### config.mk
export PLATFORM = sky130hd
export DESIGN_NAME = alu_acc_sequencer
export DESIGN_NICKNAME = d
export VERILOG_FILES = /design/src/rtl/alu_acc_sequencer.sv
export SDC_FILE = /design/constraint.sdc
export NUM_CORES = 1
export LEC_CHECK = 0
export CAP_MARGIN = 10
export CORE_MARGIN = 1.5
export CORE_UTILIZATION = 30
export DETAILED_ROUTE_END_ITERATION = 8
export PLACE_DENSITY = 0.68
export SLEW_MARGIN = 20
export SYNTH_ARGS = -nofsm -noshare
export SYNTH_HDL_FRONTEND = slang
export SYNTH_SLANG_ARGS = --single-unit
### constraint.sdc
create_clock -name clk -period 1.3 [get_ports clk]
set_input_delay 0.26 -clock clk [delete_from_list [all_inputs] [get_ports clk]]
set_output_delay 0.26 -clock clk [all_outputs]
set_load 0.005 [all_outputs]
### src/rtl/alu_acc_sequencer.sv
// alu_acc_sequencer: command sequencer that sits in front of the combinational alu.
// It registers operand B and the select, feeds the accumulator back as operand A,
// and runs one command's operation 1 to 8 times. It keeps carry/zero/neg flags
// and pulses done once per completed command.
module alu_acc_sequencer #(
    parameter int unsigned SIZE = 5
) (
    input  logic            clk,
    input  logic            rst,
    input  logic            cmd_valid,
    output logic            cmd_ready,
    input  logic            cmd_load,
    input  logic [3:0]      cmd_sel,
    input  logic [SIZE-1:0] cmd_b,
    input  logic [2:0]      cmd_rep,
    output logic [SIZE-1:0] alu_a,
    output logic [SIZE-1:0] alu_b,
    output logic [3:0]      alu_sel,
    input  logic [SIZE:0]   alu_out,
    output logic [SIZE-1:0] acc,
    output logic            carry,
    output logic            zero,
    output logic            neg,
    output logic            busy,
    output logic            done
);

    localparam int unsigned REP_W = 3;

    // sel[3:2] value for the adder group; only these selects update carry
    localparam logic [1:0] SEL_ARITH = 2'b01;

    typedef enum logic [1:0] {
        IDLE = 2'd0,
        EXEC = 2'd1,
        DONE = 2'd2
    } state_t;

    state_t            state;
    logic [SIZE-1:0]   b_reg;
    logic [3:0]        sel_reg;
    logic [REP_W-1:0]  cnt;
    logic [SIZE-1:0]   alu_res;
    logic              accept;

    // The alu sees only registered values, so its inputs move on clock edges only
    assign alu_a   = acc;
    assign alu_b   = b_reg;
    assign alu_sel = sel_reg;

    // Result part of the alu output, without the adder carry
    assign alu_res = alu_out[SIZE-1:0];

    // Ready only in IDLE, and forced low while reset is held
    assign cmd_ready = (state == IDLE) && !rst;

    // Handshake completes on an edge where both sides agree
    assign accept = cmd_valid && cmd_ready;

    // Sequencer FSM with registered datapath, flags and status outputs
    always_ff @(posedge clk or posedge rst) begin
        if (rst) begin
            state   <= IDLE;
            acc     <= '0;
            b_reg   <= '0;
            sel_reg <= '0;
            cnt     <= '0;
            carry   <= 1'b0;
            zero    <= 1'b1;
            neg     <= 1'b0;
            busy    <= 1'b0;
            done    <= 1'b0;
        end else begin
            case (state)
                IDLE: begin
                    done <= 1'b0;
                    if (accept) begin
                        busy <= 1'b1;
                        if (cmd_load) begin
                            // Load writes acc directly and completes next cycle
                            acc   <= cmd_b;
                            carry <= 1'b0;
                            zero  <= (cmd_b == '0);
                            neg   <= cmd_b[SIZE-1];
                            done  <= 1'b1;
                            state <= DONE;
                        end else begin
                            b_reg   <= cmd_b;
                            sel_reg <= cmd_sel;
                            cnt     <= cmd_rep;
                            state   <= EXEC;
                        end
                    end
                end

                EXEC: begin
                    // Each EXEC cycle folds one alu result back into acc
                    acc  <= alu_res;
                    zero <= (alu_res == '0);
                    neg  <= alu_res[SIZE-1];
                    if (sel_reg[3:2] == SEL_ARITH) begin
                        carry <= alu_out[SIZE];
                    end
                    // cnt==0 marks the last pass, so it never wraps below zero
                    if (cnt == '0) begin
                        done  <= 1'b1;
                        state <= DONE;
                    end else begin
                        cnt <= cnt - REP_W'(1);
                    end
                end

                DONE: begin
                    done  <= 1'b0;
                    busy  <= 1'b0;
                    state <= IDLE;
                end

                default: begin
                    done  <= 1'b0;
                    busy  <= 1'b0;
                    state <= IDLE;
                end
            endcase
        end
    end

endmodule
# After elaboration in Yosys (flattened, before gate mapping)
# Cells that the tools add are included.
dict set report totals {
  wordCells 62
  reg_bits 24
}
dict set report op_classes {
  add_sub_neg 1
  reduce_logical 14
  eq_ne 8
  n_mux 27
  n_bitwise 2
}
# op n
set op_table {}
lappend op_table {{2-bit inequality test (second input constant)} 6}
lappend op_table {{1-bit two-way mux} 11}
lappend op_table {{5-bit zero test} 2}
lappend op_table {{5-bit two-way mux} 2}
lappend op_table {{1-bit one-hot mux with 2 select lines} 5}
lappend op_table {{5-bit one-hot mux with 2 select lines} 1}
lappend op_table {{3-bit two-way mux} 3}
lappend op_table {{4-bit AND reduction} 2}
lappend op_table {{2-bit two-way mux} 3}
lappend op_table {{3-bit one-hot mux with 2 select lines} 1}
lappend op_table {{3-bit AND reduction} 2}
lappend op_table {{2-bit by 1-bit == test with 1-bit output (second input constant)} 2}
lappend op_table {{2-bit one-hot mux with 2 select lines} 1}
lappend op_table {{2-bit AND reduction} 2}
lappend op_table {{3-bit zero test} 1}
lappend op_table {{3-bit by 1-bit subtractor with 3-bit output (second input constant)} 1}
lappend op_table {{1-bit logical AND} 2}
lappend op_table {{2-bit zero test} 1}
lappend op_table {{1-bit inverter} 2}
lappend op_table {{2-bit nonzero test} 1}
lappend op_table {{1-bit zero test} 1}

# Depth between registers and ports, before layout
# Gate-level depths: netlist of the first run.
dict set report logic_depth {
  word_depth 5
  mapped_depth 6
  mapped_depth_nobuf 6
}

# Worst setup path after synthesis of the first run
# No wires, ideal clock.
dict set report synth_path {
  path_kind {register to register}
  start {register state[0]}
  end {register b_reg[0], in the netlist alu_b[0]}
  synth_period_minus_slack_ns 1.371
  path_stages_with_launch 5
  slack_ns -0.071
  required_time_ns 1.175
  t_arrival_ns 1.246
  path_cell_list {dfrtp_1 nor3_2 nand3b_2 buf_6 mux2_4}
}
dict set report synth_between {
  elab_chain_cells 4
}
# element line_no
set synth_lines {}
lappend synth_lines {{start, declared} 39} ;# state_t state;
lappend synth_lines {{start signal, assigned} 63} ;# state <= IDLE;
lappend synth_lines {{start signal, assigned} 86} ;# state <= DONE;
lappend synth_lines {{start signal, assigned} 91} ;# state <= EXEC;
lappend synth_lines {{2-bit zero test} 55} ;# assign cmd_ready = (state == IDLE) && !rst;
lappend synth_lines {{1-bit logical AND} 55}
lappend synth_lines {{named net cmd_ready} 11} ;# output logic cmd_ready,
lappend synth_lines {{1-bit logical AND} 58} ;# assign accept = cmd_valid && cmd_ready;
lappend synth_lines {{3-bit AND reduction (no line)} -}
lappend synth_lines {{end signal, assigned} 88} ;# b_reg <= cmd_b;
lappend synth_lines {{end, declared} 40} ;# logic [SIZE-1:0] b_reg;
# The timed path passes the listed nets, and every way through them passes these cells.
# A chain may end at the register's enable or synchronous reset.

# Worst setup path after layout of the first run
dict set report layout_path {
  start {register state[1]}
  end {register b_reg[0], in the netlist alu_b[0]}
}
dict set report layout_between {
  elab_chain_cells 4
}
# element line_no
set layout_lines {}
lappend layout_lines {{2-bit zero test *} {55, 74}}
lappend layout_lines {{1-bit logical AND} 55}
lappend layout_lines {{1-bit logical AND} 58}
lappend layout_lines {{3-bit AND reduction (no line) *} -}
# Every way passes the cells marked *; elsewhere a longest branch is shown, timed or not.

==> results of run 1 <==
-- worst paths after layout --
check / cells past startpoint / slack (ns) / endpoint
max: 4 / -0.08 / alu_b[0]
max in group asynchronous: 3 / 0.86 / zero
min reg2reg: 2 / 0.49 / zero
min: 3 / 0.15 / acc[4]
max reg2reg: 4 / -0.08 / alu_b[0]
min in group clk: 4 / 0.46 / busy
-- per-stage QoR --
stage / power (mW) / hold WS [ns] / cells / instance area, µm² / setup slack, ns
after floorplan: 2.22 / 0.270 / 100 / 1140 / -0.0343
after global placement: 3.07 / 0.473 / 194 / 1660 / -0.472
after detailed placement: 3.14 / 0.498 / 194 / 1660 / -0.497
after CTS: 3.64 / 0.477 / 212 / 1800 / -0.116
after global routing: 4.15 / 0.173 / 214 / 1880 / -0.156
final: 3.85 / 0.154 / 214 / 1880 / -0.0758
-- power by group through the flow --
stage | sequential (mW) | clock [mW] | combinational [mW]
2_1_floorplan | 1.30 | 0 | 0.916
3_5_place_dp | 1.32 | 0 | 1.81
4_1_cts | 1.27 | 0.452 | 1.92
6_report | 1.28 | 0.439 | 2.13
3_3_place_gp | 1.30 | 0 | 1.78
5_1_grt | 1.33 | 0.484 | 2.34
-- what timing repair did --
item,CTS,global route
pin swaps,5,4
setup buffers,13,1
setup endpoints to repair,44,23
hold endpoints to repair,0,0
gates cloned,1,1
gates resized for setup,37,24
hold buffers,0,0
-- synth_stat cells, drive strengths merged --
cell type / instances
mux2: 9
nor4: 1
clkbuf: 1
nand2: 10
and2: 1
a21oi: 2
a21o: 1
nand2b: 2
nand3: 2
a31oi: 2
mux2i: 4
or2b: 1
o21ai: 7
o2bb2ai: 1
o31ai: 1
buf: 8
nand3b: 2
nor2b: 2
dfstp: 1
ha: 2
dfrtp: 22
o221a: 2
nor2: 8
or4: 1
nor3: 2
inv: 5
-- area by class of cell --
type / count / area, µm²
Timing Repair Buffer: 69 / 612
Multi-Input combinational cell: 65 / 569
Clock inverter: 1 / 5.00
Clock buffer: 3 / 41.3
Inverter: 5 / 18.8
Sequential cell: 23 / 577
Fill cell: 349 / 1750
Tap cell: 48 / 60.1
-- tightest hold or removal path, delay by kind of cell --
kind	cells	cell delay, ns
buffers and inverters	3	0.55
-- registers in the layout, indices dropped and copies added (netlist names) --
register  cells
carry         1
alu_b         5
acc           5
cnt           3
done          1
alu_sel       4
zero          1
busy          1
state         2
-- cells by family (layout without fill, tap and decap cells) --
| logic type | after synthesis | count (layout) |
|---|---|---|
| mux | 13 | 13 |
| simple gates | 32 | 33 |
| flops | 23 | 23 |
| compound gates | 16 | 17 |
| buf+inv | 14 | 78 |
| fa+ha+maj | 2 | 2 |
-- layer usage --
layer / wire, µm / track usage / part of all wire / up-vias
met1: 1330 / 0.194 / 0.45 / 472
li1: - / - / - / 477
met4: 47 / 0.0505 / 0.016 / 0
met5: 0 / 0 / 0 / -
met3: 186 / 0.0299 / 0.063 / 6
met2: 1390 / 0.237 / 0.47 / 45
==> impl_metrics.tcl, run 1 <==
set metrics [dict create \
    via_per_inst 4.67 \
    finalSetupTns_ns -0.613 \
    clockPowerShare 0.114 \
    die_y_um 64.2 \
    synthToLayoutAreaGrowth_pct 67.6 \
    ys_types 30 \
    violations "setup timing" \
    routed_wl_um 2950 \
    cts_root_buf "clkbuf_8" \
    start_kind "flop" \
    gp_congestion 0.750 \
    nets 191 \
    cts_tree "yes" \
    timing.fmax_mhz 727 \
    ys_ff_latch 23 \
    synth_xor_area_frac 0 \
    worstMarginPinSlew_ns 0.415 \
    drc 0 \
    insertion_delay_ns 0.26 \
    worstPathMaxFanout 7 \
    clk_path_buf_depth 2 \
    synth.area.top_cells "dfrtp_1 49%, mux2_4 9.4%, buf_4 4.7%, mux2i_1 3.6%, nand2_1 3.3%" \
    hpwlAfterDp_um 1980 \
    setup_viol_count_final 11 \
    synth_compound_area_frac 0.0924 \
    p_sw_mw 1.29 \
    core_area_um2 3630 \
    p_int_mw 2.56 \
    die-area_um2 4120 \
    grt_first_pass_wirelength_um 4660 \
    drv_cap 0 \
    switching_share 0.335 \
    synth_area_per_cell_um2 11.2 \
    critPathLaunch "state[1]" \
    status "finished with violations" \
    dr.pass1.iters 4 \
    boundaryPins 47 \
    hold_class "in2async" \
    grt_antenna_before_repair 0 \
    crit_chain "nor3_4 -> buf_6 -> nand3b_4 -> mux2_4" \
    synthMuxAreaShare 0.149 \
    finalCritPeriodShare 1.06 \
    placementRows 22 \
    cts-buffers-inserted 3 \
    synth.top_cell.area_share 0.490 \
    grt_max_degree 24 \
    initial_core_util 0.309 \
    grt_util_all_layers 0.146 \
    postLayoutCoreUtil 0.518 \
    arrival_ns 1.52 \
    synthSimpleGateAreaFrac 0.146 \
    drive_gt1_frac 0.349 \
    synth_top_area_cell "dfrtp_1" \
    yosys_warnings 0 \
    cts.sinks 23 \
    synthesis.area_um2 1120 \
    fin_ws_ns -0.0758 \
    ir_drop_uv 715 \
    min_period_ns 1.38 \
    critPathMaxStageDelay_ns 0.41 \
    syn_nets 124 \
    critPathKind "reg2reg" \
    slew_headroom 0.721 \
    seqPwrFrac 0.332 \
    clkTransAtPathRegs_ns 0.09 \
    critPathBufInv 1 \
    skew_ns 0.00672 \
    crit_family "flip-flops" \
    slowest_stage "dfrtp_1" \
    layout_commonest_cell "dlygate4sd2_1" \
    worstPathRequired_ns 1.45 \
    vias 1000 \
    diodes 0 \
    rsz0062_at_grt "true" \
    synth_top_family_by_area "multiplexers" \
    gr-total-overflow 0 \
    htreeDepth 1 \
    p_per_area_nw_per_um2 2040 \
    yosysSeqAreaShare 0.513 \
    grt_pass1_vias 1020 \
    r2r_start "state[1]" \
    hold_violations 0 \
    dieWidth_um 64.2 \
    drtIter0Drc 47 \
    io_buffers 46 \
    wl_per_cell_um 13.8 \
    slew_viol_final 0 \
    combPwrFrac 0.554 \
    layout_common_cells "26 x dlygate4sd2_1, 22 x dfrtp_1, 20 x buf_4" \
    leakage_nw 0.943 \
    synth_cells 100 \
    end_kind "flop" \
    synth_fa_ha_area_frac 0.0223 \
    ant_nets 0 \
]
No activity file was read; power rests on OpenSTA's default activity.
==> inputs of run 2 (changes only) <==
- CAP_MARGIN: 10 -> 0
- DONT_BUFFER_PORTS: unset -> 1
- PLACE_DENSITY: 0.68 -> 0.51
==> run 2 against run 1 <==
The flow still finishes with violations (setup timing). Non-clock buffer count fell by 60. Total power is 24% lower. Sequential share of layout area increased by 14 points. Cell area shrank 31%. Clock power hardly changed. Register-to-register slack got worse by 0.03 ns. Count of clock-buffer cells in the layout rose by 1. Critical endpoint is now alu_b[3]. Combinational power decreased by 47%.
==> impl_metrics.tcl, run 2 (same netlist as run 1, synthesis figures left out) <==
set metrics [dict create \
    fin_ws_ns -0.102 \
    layout_commonest_cell "dfrtp_1" \
    crit_chain "nor3_4 -> buf_4 -> nand3b_4 -> mux2_4" \
    hold_class "in2reg" \
    finalSetupTns_ns -0.874 \
    grt_pass1_vias 722 \
    synthToLayoutAreaGrowth_pct 15.7 \
    htreeDepth 1 \
    end_kind "flop" \
    hold_violations 0 \
    drive_gt1_frac 0.314 \
    grt_first_pass_wirelength_um 3810 \
    nets 130 \
    clk_path_buf_depth 2 \
    status "finished with violations" \
    dr.pass1.iters 4 \
    io_buffers 0 \
    critPathBufInv 1 \
    drtIter0Drc 34 \
    slowest_stage "dfrtp_1" \
    hpwlAfterDp_um 1720 \
    wl_per_cell_um 15.8 \
    dp_cells 145 \
    rsz0062_at_grt "true" \
    clkTransAtPathRegs_ns 0.08 \
    boundaryPins 47 \
    cts.sinks 23 \
    worstPathRequired_ns 1.45 \
    diodes 0 \
    layout_common_cells "21 x dfrtp_1, 9 x nand2_1, 7 x nor2_1, 7 x mux2_4" \
    rr_worst_depth 4 \
    worstMarginPinSlew_ns 0.312 \
    critPathMaxStageDelay_ns 0.42 \
    postLayoutCoreUtil 0.358 \
    die_y_um 64.2 \
    r2r_slack_ns -0.10 \
    violations "setup timing" \
    endpoint "alu_b[3]" \
    start_kind "flop" \
    ir_drop_uv 1060 \
    finalNonFillerCells 153 \
    worst_hold_slack_ns 0.142 \
    slew_viol_final 0 \
    crit_cells 4 \
    gr-total-overflow 0 \
    setup_viol_count_final 12 \
    placed_area_um2 1180 \
    p_per_area_nw_per_um2 2260 \
    timing.rr.end "alu_b[3]" \
    ant_nets 0 \
    arrival_ns 1.55 \
    insertion_delay_ns 0.26 \
    drv_cap 0 \
    gp_congestion 0.844 \
    min_period_ns 1.40 \
    cts-buffers-inserted 3 \
    placementRows 22 \
    leakage_nw 0.606 \
    r2r_start "state[1]" \
    via_per_inst 4.74 \
    grt_antenna_before_repair 0 \
    initial_core_util 0.309 \
    drc 0 \
    fin_area_um2 1300 \
    routed_wl_um 2430 \
    min_from "cmd_sel[0]" \
    worstPathMaxFanout 7 \
    grt_util_all_layers 0.124 \
    slew_headroom 0.790 \
    core_area_um2 3630 \
    dieWidth_um 64.2 \
    cts_tree "yes" \
    timing.fmax_mhz 713 \
    die-area_um2 4120 \
    grt_max_degree 24 \
    fillerInstances 369 \
    vias 725 \
    finalCritPeriodShare 1.08 \
    cts_root_buf "clkbuf_8" \
    power_mw 2.94 \
    skew_ns 0.00114 \
    critPathKind "reg2reg" \
    dp_slack_ns -0.0542 \
    critPathLaunch "state[1]" \
    crit_family "flip-flops" \
]
==> run 2: cell types whose count changed in the layout (fill, tap and decap cells not counted), moves of 2 or more <==
cell             delta
clkdlybuf4s50_1    -15
clkdlybuf4s15_1     -2
buf_4              -15
dlygate4sd2_1      -26
dlymetal6s2s_1      -2
==> run 2: per-layer routing <==
| metal | part of all wire | vias up | track usage |
|---|---|---|---|
| met4 | 0.0054 | 0 | 0.0239 |
| met2 | 0.46 | 31 | 0.189 |
| met3 | 0.083 | 2 | 0.0528 |
| met1 | 0.45 | 343 | 0.164 |
| met5 | 0 | - | 0 |
| li1 | - | 349 | - |
==> run 2: cell type report <==
class                   count  area, µm²  share of cell area
repair buffers              9       81.3              0.0626
multi-input cells          64        517               0.397
clock buffers               4       45.0              0.0346
flip-flops and latches     23        578               0.445
well taps                  48       60.1              0.0462
inverters                   5       18.8              0.0144
==> run 2: worst min path at each step <==
| stage | endpoint | slack [ns] | depth (start not counted) |
|---|---|---|---|
| final | alu_sel[0] | 0.14 | 1 |
| after CTS | alu_sel[1] | 0.13 | 1 |
| after global placement | busy | 0.23 | 2 |
| after detailed placement | busy | 0.24 | 2 |
| after global routing | alu_sel[2] | 0.12 | 1 |
| after floorplan | acc[0] | 0.27 | 1 |
==> run 2: power by group <==
part           total [mW]  internal (mW)  switching (mW)  leakage, nW
Sequential           1.38           1.06           0.315        0.277
Combinational        1.12          0.621           0.500        0.306
Clock               0.436          0.218           0.218       0.0228
==> run 2: timing repair <==
| action | CTS | global route |
|---|---|---|
| hold buffers | 1 | 0 |
| setup buffers | 2 | 0 |
| setup endpoints to repair | 17 | 20 |
| pin swaps | 1 | 0 |
| endpoints found under the hold margin | 22 | 0 |
| cloned | 1 | 0 |
| gates resized for setup | 6 | 10 |
==> inputs of run 3 (changes only) <==
- CORE_UTILIZATION: 30 -> 50
- PLACE_DENSITY: 0.51 -> 0.68
==> run 3 against run 2 <==
The run still ends with setup timing left. Clock skew up 0.0016 ns. Via count up 6.9%. Combinational power up 14%. Largest power group unchanged. Highest routed layer unchanged.
==> impl_metrics.tcl, run 3 (same netlist as run 1, synthesis figures left out) <==
set metrics [dict create \
    status "finished with violations" \
    violations "setup timing" \
    dp_slack_ns -0.0831 \
    leakage_nw 0.623 \
    via_per_inst 5.70 \
    worst_hold_slack_ns 0.0687 \
    rsz0062_at_grt "true" \
    critPathKind "reg2reg" \
    worstPathMaxFanout 7 \
    grt_first_pass_wirelength_um 3590 \
    dieWidth_um 50.4 \
    gr-total-overflow 0 \
    die-area_um2 2540 \
    fillerInstances 182 \
    fin_area_um2 1300 \
    gp_congestion 0.877 \
    drc 0 \
    end_kind "flop" \
    skew_ns 0.00279 \
    layout_commonest_cell "dfrtp_1" \
    clk_path_buf_depth 2 \
    timing.fmax_mhz 711 \
    grt_util_all_layers 0.192 \
    worstPathRequired_ns 1.51 \
    nets 134 \
    slew_headroom 0.804 \
    initial_core_util 0.550 \
    die_y_um 50.4 \
    grt_antenna_before_repair 0 \
    power_mw 2.99 \
    vias 775 \
    htreeDepth 1 \
    cts.sinks 23 \
    io_buffers 0 \
    dp_cells 124 \
    drtIter0Drc 23 \
    ant_nets 0 \
    cts_root_buf "clkbuf_4" \
    min_period_ns 1.41 \
    placementRows 16 \
    worstMarginPinSlew_ns 0.294 \
    p_per_area_nw_per_um2 2300 \
    layout_common_cells "21 x dfrtp_1, 10 x nand2_1, 8 x buf_4" \
    slew_viol_final 0 \
    regArea_um2 578 \
    drv_cap 0 \
    fin_ws_ns -0.106 \
    wl_per_cell_um 18.4 \
    cts_tree "yes" \
    insertion_delay_ns 0.31 \
    start_kind "flop" \
    core_area_um2 2040 \
    multi_input_area_um2 527 \
    hpwlAfterDp_um 1560 \
    hold_violations 0 \
    finalSetupTns_ns -0.741 \
    grt_pass1_vias 775 \
    finalNonFillerCells 136 \
    postLayoutCoreUtil 0.635 \
    setup_viol_count_final 12 \
    arrival_ns 1.61 \
    dr.pass1.iters 4 \
    boundaryPins 47 \
    clkTransAtPathRegs_ns 0.13 \
    cts-buffers-inserted 3 \
    finalCritPeriodShare 1.08 \
    routed_wl_um 2510 \
    synthToLayoutAreaGrowth_pct 15.5 \
    drive_gt1_frac 0.339 \
    grt_max_degree 24 \
    ir_drop_uv 1170 \
    placed_area_um2 1160 \
    hold_class "in2reg" \
    diodes 0 \
]
## run 3: what timing repair did
| action | in CTS | in global routing |
|---|---|---|
| endpoints found under the setup margin | 16 | 21 |
| pin swaps | 2 | 1 |
| setup buffers | 2 | 2 |
| hold buffers | 1 | 0 |
| endpoints found under the hold margin | 22 | 0 |
| gates cloned | 0 | 3 |
| resized for setup | 6 | 11 |
## run 3: final timing paths
check                                 from         end  slack (ns)  cells after the start
worst min register to register        zero        zero        0.49                      2
worst max register to register    state[1]  alu_sel[0]       -0.11                      4
worst max-delay path              state[1]  alu_sel[0]       -0.11                      4
worst min-delay path            alu_out[5]       carry        0.07                      2
min in group asynchronous              rst       carry        0.43                      3
max in group asynchronous              rst        zero        0.59                      3
## run 3: layout make-up
type                    instances  share of cell area
inverters                       5              0.0145
clock inverters                 1             0.00386
repair buffers                 12              0.0868
well taps                      27              0.0260
multi-input cells              65               0.406
clock buffers                   3              0.0174
flip-flops and latches         23               0.446
## run 3: per-layer routing
layer,track usage,part of all wire,wire (µm)
met5,0,0,0
met4,0.0676,0.0048,12
met3,0.0714,0.075,189
met2,0.307,0.50,1250
met1,0.239,0.42,1050
## run 3: worst max-delay path, stage by stage (launching register included)
cell and delay (ns):
dfrtp_1 0.43, nor3_4 0.24, buf_4 0.18, nand3b_4 0.13, mux2_4 0.32
## run 3: power breakdown
group | total, mW | switching, mW | leakage (nW) | internal (mW)
logic | 1.28 | 0.558 | 0.329 | 0.722
clock network | 0.333 | 0.218 | 0.0177 | 0.115
registers | 1.38 | 0.317 | 0.277 | 1.06
total | 2.99 | 1.09 | 0.623 | 1.90
